File: src/rtl/uart_pkg.sv
// Purpose: shared UART frame definitions used by both the receiver and the transmitter.
// Latency: n/a (types, constants and a constant function only).
// Backpressure: n/a.
package uart_pkg;

  // Parity mode. The numeric values match the PARITY parameter of uart_rx/uart_tx.
  typedef enum logic [1:0] {
    PARITY_NONE = 2'd0,
    PARITY_ODD  = 2'd1,
    PARITY_EVEN = 2'd2
  } parity_t;

  // One-hot receiver state encoding.
  localparam logic [5:0] ST_IDLE   = 6'b000001;
  localparam logic [5:0] ST_START  = 6'b000010;
  localparam logic [5:0] ST_DATA   = 6'b000100;
  localparam logic [5:0] ST_PARITY = 6'b001000;
  localparam logic [5:0] ST_STOP   = 6'b010000;
  localparam logic [5:0] ST_BREAK  = 6'b100000;

  // Clock cycles per bit, rounded to nearest so that TX and RX agree on the bit period.
  function automatic int samples_per_bit(input int clk_freq, input int baud);
    return (clk_freq + baud / 2) / baud;
  endfunction

endpackage

File: src/rtl/sync_2ff.sv
// Purpose: generic two-flop synchroniser for asynchronous pin inputs.
// Latency: 2 clk cycles from d to q.
// Backpressure: none (free-running).
// Ports: clk, n_rst (async active-low), d (async input), q (synchronised output, resets to RST_VAL).
module sync_2ff #(
  parameter int               WIDTH   = 1,
  parameter logic [WIDTH-1:0] RST_VAL = '1
) (
  input  logic             clk,
  input  logic             n_rst,
  input  logic [WIDTH-1:0] d,
  output logic [WIDTH-1:0] q
);

  logic [WIDTH-1:0] meta;

  always_ff @(posedge clk or negedge n_rst) begin
    if (!n_rst) begin
      meta <= RST_VAL;
      q    <= RST_VAL;
    end else begin
      meta <= d;
      q    <= meta;
    end
  end

endmodule

File: src/rtl/uart_rx.sv
// Purpose: UART receiver; LSB-first deserialiser with start/parity/stop checking.
// Latency: o_data_valid rises 3 clk cycles after the middle of the last stop bit.
// Backpressure: none; the consumer must take every one-cycle o_data_valid pulse.
// Ports: clk, n_rst (async active-low), i_rx (async serial line, idle high),
//        o_data_valid (1-cycle pulse), o_data, o_parity_err, o_frame_err (held between
//        pulses), o_busy (frame in progress).
module uart_rx
  import uart_pkg::*;
#(
  parameter int CLK_FREQ  = 50000000,
  parameter int BAUD_RATE = 115200,
  parameter int DATA_BITS = 8,
  parameter int STOP_BITS = 1,
  parameter int PARITY    = 0
) (
  input  logic                 clk,
  input  logic                 n_rst,
  input  logic                 i_rx,
  output logic                 o_data_valid,
  output logic [DATA_BITS-1:0] o_data,
  output logic                 o_parity_err,
  output logic                 o_frame_err,
  output logic                 o_busy
);

  localparam int SPB      = samples_per_bit(CLK_FREQ, BAUD_RATE);
  localparam int HALF_BIT = SPB / 2;
  localparam int CW       = $clog2(SPB + 1);
  localparam int BW       = $clog2(DATA_BITS + 1);

  localparam logic [CW-1:0] CNT_LAST  = CW'(SPB - 1);
  localparam logic [CW-1:0] CNT_HALF  = CW'(HALF_BIT - 1);
  localparam logic [BW-1:0] DATA_LAST = BW'(DATA_BITS - 1);
  localparam logic [BW-1:0] STOP_LAST = BW'(STOP_BITS - 1);
  localparam parity_t       PAR_MODE  = parity_t'(PARITY[1:0]);

  typedef enum logic [5:0] {
    IDLE   = ST_IDLE,
    START  = ST_START,
    DATA   = ST_DATA,
    PARITY_S = ST_PARITY,
    STOP   = ST_STOP,
    BREAK  = ST_BREAK
  } state_t;

  state_t               state, state_nxt;
  logic                 rx_s, rx_s_prev;
  logic [CW-1:0]        sample_cnt;
  logic [BW-1:0]        bit_cnt;
  logic [DATA_BITS-1:0] shift_r;
  logic                 parity_err_r, frame_err_r;
  logic                 tick, frame_start, frame_done;

  sync_2ff #(.WIDTH(1), .RST_VAL(1'b1)) u_sync (
    .clk   (clk),
    .n_rst (n_rst),
    .d     (i_rx),
    .q     (rx_s)
  );

  // Previous synchronised level: a start needs a real high-to-low edge, so a line
  // that is already low when reset releases is not mistaken for a frame.
  always_ff @(posedge clk or negedge n_rst) begin
    if (!n_rst) rx_s_prev <= 1'b1;
    else        rx_s_prev <= rx_s;
  end

  // Counter is restarted on entry to each state, so a tick lands one full bit
  // after the mid-start check, i.e. in the middle of every following bit.
  assign tick = (sample_cnt == CNT_LAST);

  always_ff @(posedge clk or negedge n_rst) begin
    if (!n_rst) state <= IDLE;
    else        state <= state_nxt;
  end

  always_comb begin
    state_nxt   = state;
    frame_start = 1'b0;
    frame_done  = 1'b0;
    unique case (state)
      IDLE: begin
        if (!rx_s && rx_s_prev) begin
          state_nxt   = START;
          frame_start = 1'b1;
        end
      end
      START: begin
        // Line back high at mid-start means a glitch: drop it silently.
        if (sample_cnt == CNT_HALF) state_nxt = rx_s ? IDLE : DATA;
      end
      DATA: begin
        if (tick && bit_cnt == DATA_LAST)
          state_nxt = (PAR_MODE == PARITY_NONE) ? STOP : PARITY_S;
      end
      PARITY_S: begin
        if (tick) state_nxt = STOP;
      end
      STOP: begin
        // Leave at mid-stop so a start edge right after the stop bit is caught.
        if (tick && bit_cnt == STOP_LAST) begin
          frame_done = 1'b1;
          state_nxt  = rx_s ? IDLE : BREAK;
        end
      end
      BREAK: begin
        if (rx_s) state_nxt = IDLE;
      end
      default: state_nxt = IDLE;
    endcase
  end

  always_ff @(posedge clk or negedge n_rst) begin
    if (!n_rst) begin
      sample_cnt <= '0;
      bit_cnt    <= '0;
    end else if (state_nxt != state) begin
      sample_cnt <= '0;
      bit_cnt    <= '0;
    end else begin
      if (state == START || state == DATA || state == PARITY_S || state == STOP)
        sample_cnt <= tick ? '0 : sample_cnt + CW'(1);
      if ((state == DATA || state == STOP) && tick)
        bit_cnt <= bit_cnt + BW'(1);
    end
  end

  always_ff @(posedge clk or negedge n_rst) begin
    if (!n_rst) begin
      shift_r      <= '0;
      parity_err_r <= 1'b0;
      frame_err_r  <= 1'b0;
    end else begin
      if (frame_start) begin
        parity_err_r <= 1'b0;
        frame_err_r  <= 1'b0;
      end
      // Right shift with MSB insert leaves the first received bit in bit 0.
      if (state == DATA && tick)
        shift_r <= {rx_s, shift_r[DATA_BITS-1:1]};
      if (state == PARITY_S && tick)
        parity_err_r <= ((^shift_r) ^ rx_s) != (PAR_MODE == PARITY_ODD);
      if (state == STOP && tick && !rx_s)
        frame_err_r <= 1'b1;
    end
  end

  // The last stop sample is folded in directly since frame_err_r only sees it next cycle.
  always_ff @(posedge clk or negedge n_rst) begin
    if (!n_rst) begin
      o_data_valid <= 1'b0;
      o_data       <= '0;
      o_parity_err <= 1'b0;
      o_frame_err  <= 1'b0;
    end else begin
      o_data_valid <= frame_done;
      if (frame_done) begin
        o_data       <= shift_r;
        o_parity_err <= parity_err_r;
        o_frame_err  <= frame_err_r | ~rx_s;
      end
    end
  end

  assign o_busy = (state != IDLE);

endmodule

File: config.mk
export PLATFORM = sky130hd
export DESIGN_NAME = uart_rx
export DESIGN_NICKNAME = d
export VERILOG_FILES = /design/src/rtl/uart_pkg.sv /design/src/rtl/sync_2ff.sv /design/src/rtl/uart_rx.sv
export SDC_FILE = /design/constraint.sdc
export NUM_CORES = 1
export LEC_CHECK = 0
export CAP_MARGIN = 10
export CORE_MARGIN = 3
export CORE_UTILIZATION = 65
export CTS_BUF_LIST = sky130_fd_sc_hd__clkbuf_8
export DETAILED_ROUTE_END_ITERATION = 10
export GPL_TIMING_DRIVEN = 0
export PLACE_DENSITY_LB_ADDON = 0.2
export SKIP_LAST_GASP = 1
export SLEW_MARGIN = 20
export SYNTH_ARGS = -nofsm -noshare
export SYNTH_HDL_FRONTEND = slang
export SYNTH_SLANG_ARGS = --single-unit
File: constraint.sdc
create_clock -name clk -period 5 [get_ports clk]
set_clock_uncertainty 0.15 [all_clocks]
set_input_delay 1.25 -clock clk [delete_from_list [all_inputs] [get_ports clk]]
set_output_delay 1.25 -clock clk [all_outputs]
set_load 0.02 [all_outputs]
* After elaboration in Yosys (flattened, before gate mapping)
Cells that the tools add are included.
** Word-level totals
- Register bits after elaboration :: 43
- Latch bits :: 0
- Bits in writable memories :: 0
- Bits in read-only memories :: 0
- Input port bits :: 3
- Output and inout port bits :: 12
- Logic and storage cells :: 69
- Memories :: 0
** Operators by class
- Add/sub/neg operators :: 2
- $mul :: 0
- Divide/modulo/power cells :: 0
- Magnitude comparators :: 0
- Eq/ne operators :: 11
- Shift operators :: 0
- Multiplexer cells :: 21
- Bitwise gates (word level) :: 3
- Reduce and logical (&&, ||, !) cells :: 19
** Operator list (number)
- 6-bit 2-to-1 mux :: 7
- 6-bit one-hot mux with 6 select lines :: 1
- 9-bit 2-to-1 mux :: 3
- 9-bit by 1-bit adder with 9-bit output, second input constant :: 1
- 9-bit by 8-bit == test with 1-bit output, second input constant :: 1
- 9-bit == test, second input constant :: 1
- 1-bit logical AND :: 8
- 4-bit 2-to-1 mux :: 2
- 2-bit nonzero test :: 4
- 8-bit XOR reduction :: 1
- 1-bit 2-to-1 mux :: 7
- 6-bit by 1-bit == test with 1-bit output, second input constant :: 1
- 6-bit by 2-bit == test with 1-bit output, second input constant :: 1
- 6-bit by 3-bit == test with 1-bit output, second input constant :: 1
- 6-bit by 4-bit == test with 1-bit output, second input constant :: 1
- 6-bit by 5-bit == test with 1-bit output, second input constant :: 1
- 6-bit == test, second input constant :: 1
- 6-bit by 1-bit != test with 1-bit output, second input constant :: 1
- 6-bit != test :: 1
- 4-bit by 1-bit adder with 4-bit output, second input constant :: 1
- 4-bit by 3-bit == test with 1-bit output, second input constant :: 1
- 4-bit zero test :: 1
- 1-bit logical OR :: 4
- 3-bit 2-to-1 mux :: 1
- 4 further kinds :: 4

* Logic depth before layout (Yosys ltp)
- Depth after elaboration :: 6
- Depth in mapped cells :: 9
- Depth with buffers taken out :: 7

* Modules after synthesis
A second synthesis with hierarchy kept.
** Unflattened totals
- Cell total of the unflattened synthesis :: 222
- Area total of the unflattened synthesis :: 2184.6 µm²
** Modules (own cells, without submodules)
- uart_rx :: instances 1, cells each 220, area each 2132.0 µm², sequential area each 1028.5 µm²
- sync_2ff :: instances 1, cells each 2, area each 52.6 µm², sequential area each 52.6 µm²

* Worst setup path after synthesis
Ideal clock, no wire load.
- Path type :: register -> output
- Start point :: reg state[1]
- End point :: out o_busy
- Arrival time :: 1.161 ns
- Required time :: 3.600 ns
- Path slack :: 2.439 ns
- Stages on the path, launching flop included :: 4
- Path buffers :: 1
- Path through :: dfrtp_1 > buf_6 > nor4_1 > nand2_1
** On the way
- Longest elaborated chain between the ends :: 1
** Ends and longest elaborated chain
- start: declaration :: line uart_rx.sv:46 : state_t state, state_nxt;
- start signal: assignment :: line uart_rx.sv:74 : else state <= state_nxt;
- 6-bit by 1-bit != test with 1-bit output :: line uart_rx.sv:165 : assign o_busy = (state != IDLE);
- end: declaration :: line uart_rx.sv:23 : output logic o_busy
No other way between the ends.

* Worst setup path after layout
Ends and elaborated chain as after synthesis.

==> impl_metrics.toml <==
[clock_network]
root_buffer = "clkbuf_8"
cts_setup_buffers = 0
cts_resized = 0
clkSlewWorstSetupHoldPaths_ns = 0.08
cts_tree = "built"
cts.sinks = 43
ctsHoldBuffers = 0
clk_latency_ns = 0.30
htreeDepth = 2
cts_buffers = 5
clock_path_buffers = 2

[floorplan]
die_w_microns = 64.1
rows = 20
top_level_ports = 15
core_sq_mm = 0.00313
initial_core_util_pct = 70.1
die_y_microns = 64.1
die_area_sq_mm = 0.00410

[detailed_routing]
postRouteAntennaNets = 0
wl_met3_microns = 210
top_layer = "met4"
wirelength_microns = 4510
wl_met2_microns = 2280
wl_met1_microns = 1990
drt_iter0_drc = 203
routedWlPerCell_microns = 15.8
avgViaCountPerCell = 5.99
drc = 0
vias = 1708
dr.pass1.iters = 4

[logic_synthesis]
syn_nets = 226
synth_area_leader_cell = "dfrtp_1"
yosys_warnings = 0
syn_inst = 218
async_flop_share_pct = 100
synth.top_cell.area_share_pct = 44.5
ys_ff_latch = 43
ys_top_cells_by_area = "dfrtp_1 (45%), nand2_1 (6.7%), xnor2_1 (5.6%)"
synth.distinct_cells = 47
netlist_area_sq_mm = 0.00219
ys_seq_area_share_pct = 49.3
synth_edf_count = 0
avgSynthCellArea_sq_um = 10.1
synthFlopType = "dfrtp_1"

[sta]
slew-limit-headroom_pct = 56.1
setup_viol = 0
drv_slew = 0
period_share_pct = 68.1
grt_setup_unrepaired = "false"
hold_viol_final = 0
max_freq_mhz = 294
worstMarginPinSlew_ns = 0.656
fin_crit_ns = 3.41
setup_tns_ns = 0

[layout]
nets = 248
num-fill-cells = 216
drive_gt1_share_pct = 14.1
synthToLayoutAreaGrowth_pct = 13.4
antenna_cells = 0
final_cell_mix = "nand2_1 (39), dfrtp_1 (39), xnor2_1 (14), nor2_1 (13), clkdlybuf4s50_1 (13)"
fin_cells = 285

[power_and_ir_drop]
ir_drop_mv = 0.204
leakage_uw = 0.00110
p_per_area_mw_per_mm2 = 254

[placement]
post-dp-hpwl_microns = 3200
dp.cells = 277
portBuffers = 14
gp_congestion = 0.858

[setup_path]
rr_endpoint = "sample_cnt[6]"
crit_slowest_cell = "clkdlybuf4s50_1"
startpoint_type = "flop"
path_delay_family = "buffers and inverters"
crit_buf_inv = 2
r2r-start = "sample_cnt[1]"
rr_worst_depth = 9
worst-setup-path-type = "flop to output port"
path_max_fanout = 7
endpoint = "o_busy"
end_kind = "output port"
worst-path-stages = 4
regToRegSetupSlack_ns = 2.51
path_cells = "buf_6, nor4_1, nand2_1, clkdlybuf4s50_1"
startpoint = "state[1]"
required_ns = 3.60
cpPeakStageDelay_ns = 0.56
arrival_ns = 2.01

[run]
maxCapViolations = 0

[global_routing]
grt_usage_pct = 25.5
grt-ovfl-total = 0
grt_antenna_before_repair = 0
grt_pass1_vias = 1723
grt_pass1_wl_microns = 8020
grt_max_degree = 31

[status]
status = "completed"

[hold_path]
hold_class = "flop to flop"
-- worst register-to-register path: cells and delay by family (launching register included) --
family          cells  cell delay, ns
flops               1            0.44
buf+inv             3            0.59
simple gates        4            0.92
fa+ha+maj           1            0.13
compound gates      1            0.14
-- per-stage QoR --
step / util (%) / hold WS [ns] / power [uW] / instance area [sq um] / setup WS [ns]
2_1_floorplan: - / 0.195 / 400 / 2190 / 2.44
6_report: 79.5 / 0.215 / 632 / 2490 / 1.59
3_3_place_gp: 76.3 / 0.200 / 420 / 2390 / 1.54
5_1_grt: 79.5 / 0.223 / 657 / 2490 / 1.45
3_5_place_dp: 76.8 / 0.203 / 424 / 2400 / 1.94
4_1_cts: 79.5 / 0.216 / 633 / 2490 / 1.61
-- how the worst min path moves through the flow --
stage	startpoint	end	slack (ns)	cells after the start
after detailed placement	u_sync.meta	u_sync.q	0.20	0
after CTS	u_sync.meta	u_sync.q	0.22	0
after global placement	u_sync.meta	u_sync.q	0.20	0
after global routing	u_sync.meta	u_sync.q	0.22	0
after floorplan	u_sync.meta	u_sync.q	0.20	0
final	u_sync.meta	u_sync.q	0.21	0
-- metal layers --
layer / vias up / track usage, %
met5: - / 0
met4: 0 / 11.3
met3: 4 / 5.45
met2: 45 / 39.7
met1: 861 / 34.3
li1: 798 / -
-- cell usage after synthesis, types with 2 or more instances --
| cell | count |
|---|---|
| a211oi_1 | 5 |
| a21oi_1 | 11 |
| a21oi_2 | 2 |
| a31oi_1 | 2 |
| and3_1 | 2 |
| buf_2 | 2 |
| buf_6 | 3 |
| clkbuf_1 | 2 |
| dfrtp_1 | 39 |
| dfstp_2 | 4 |
| ha_1 | 5 |
| inv_1 | 8 |
| mux2_2 | 7 |
| nand2_1 | 39 |
| nand2b_1 | 4 |
| nand3_1 | 9 |
| nand4_1 | 2 |
| nand4b_1 | 3 |
| nor2_1 | 13 |
| nor2b_1 | 5 |
| nor4_1 | 3 |
| o21ai_0 | 6 |
| o21bai_1 | 2 |
| o31ai_1 | 2 |
| or3_1 | 2 |
| or4_4 | 2 |
| xnor2_1 | 14 |
-- power breakdown --
group	internal, uW	switching [uW]	leakage, uW
sequential	353	4.69	0.000586
clock	94.8	119	0.0000467
combinational	21.7	37.7	0.000464
total	470	162	0.00110
-- logic make-up after synthesis --
logic type,count (synthesis),synth area share [%]
multiplexers,8,4.05
AND/OR/NAND/NOR,94,22.9
adder cells (fa/ha/maj),5,2.85
buffers and inverters,16,4.05
XOR/XNOR,15,5.99
AO/OA/AOI/OAI,37,10.8
flip-flops,43,49.3
-- registers in the layout (all words and copies together), names as in the netlist, 4 cells and up --
name and count:
shift_r 8, bit_cnt 4, o_data 8, sample_cnt 9, state 6
-- layout make-up --
cell class / count / area [sq um] / share of cell area [%]
timing repair buffer: 15 / 155 / 6.24
inverter: 8 / 30.0 / 1.21
sequential: 43 / 1080 / 43.5
tap: 44 / 55.1 / 2.21
clock buffer: 5 / 68.8 / 2.77
buffer: 8 / 58.8 / 2.37
clock inverter: 3 / 15.0 / 0.604
multi-input combinational: 159 / 1020 / 41.1
Power figures use the tool's default switching activity.
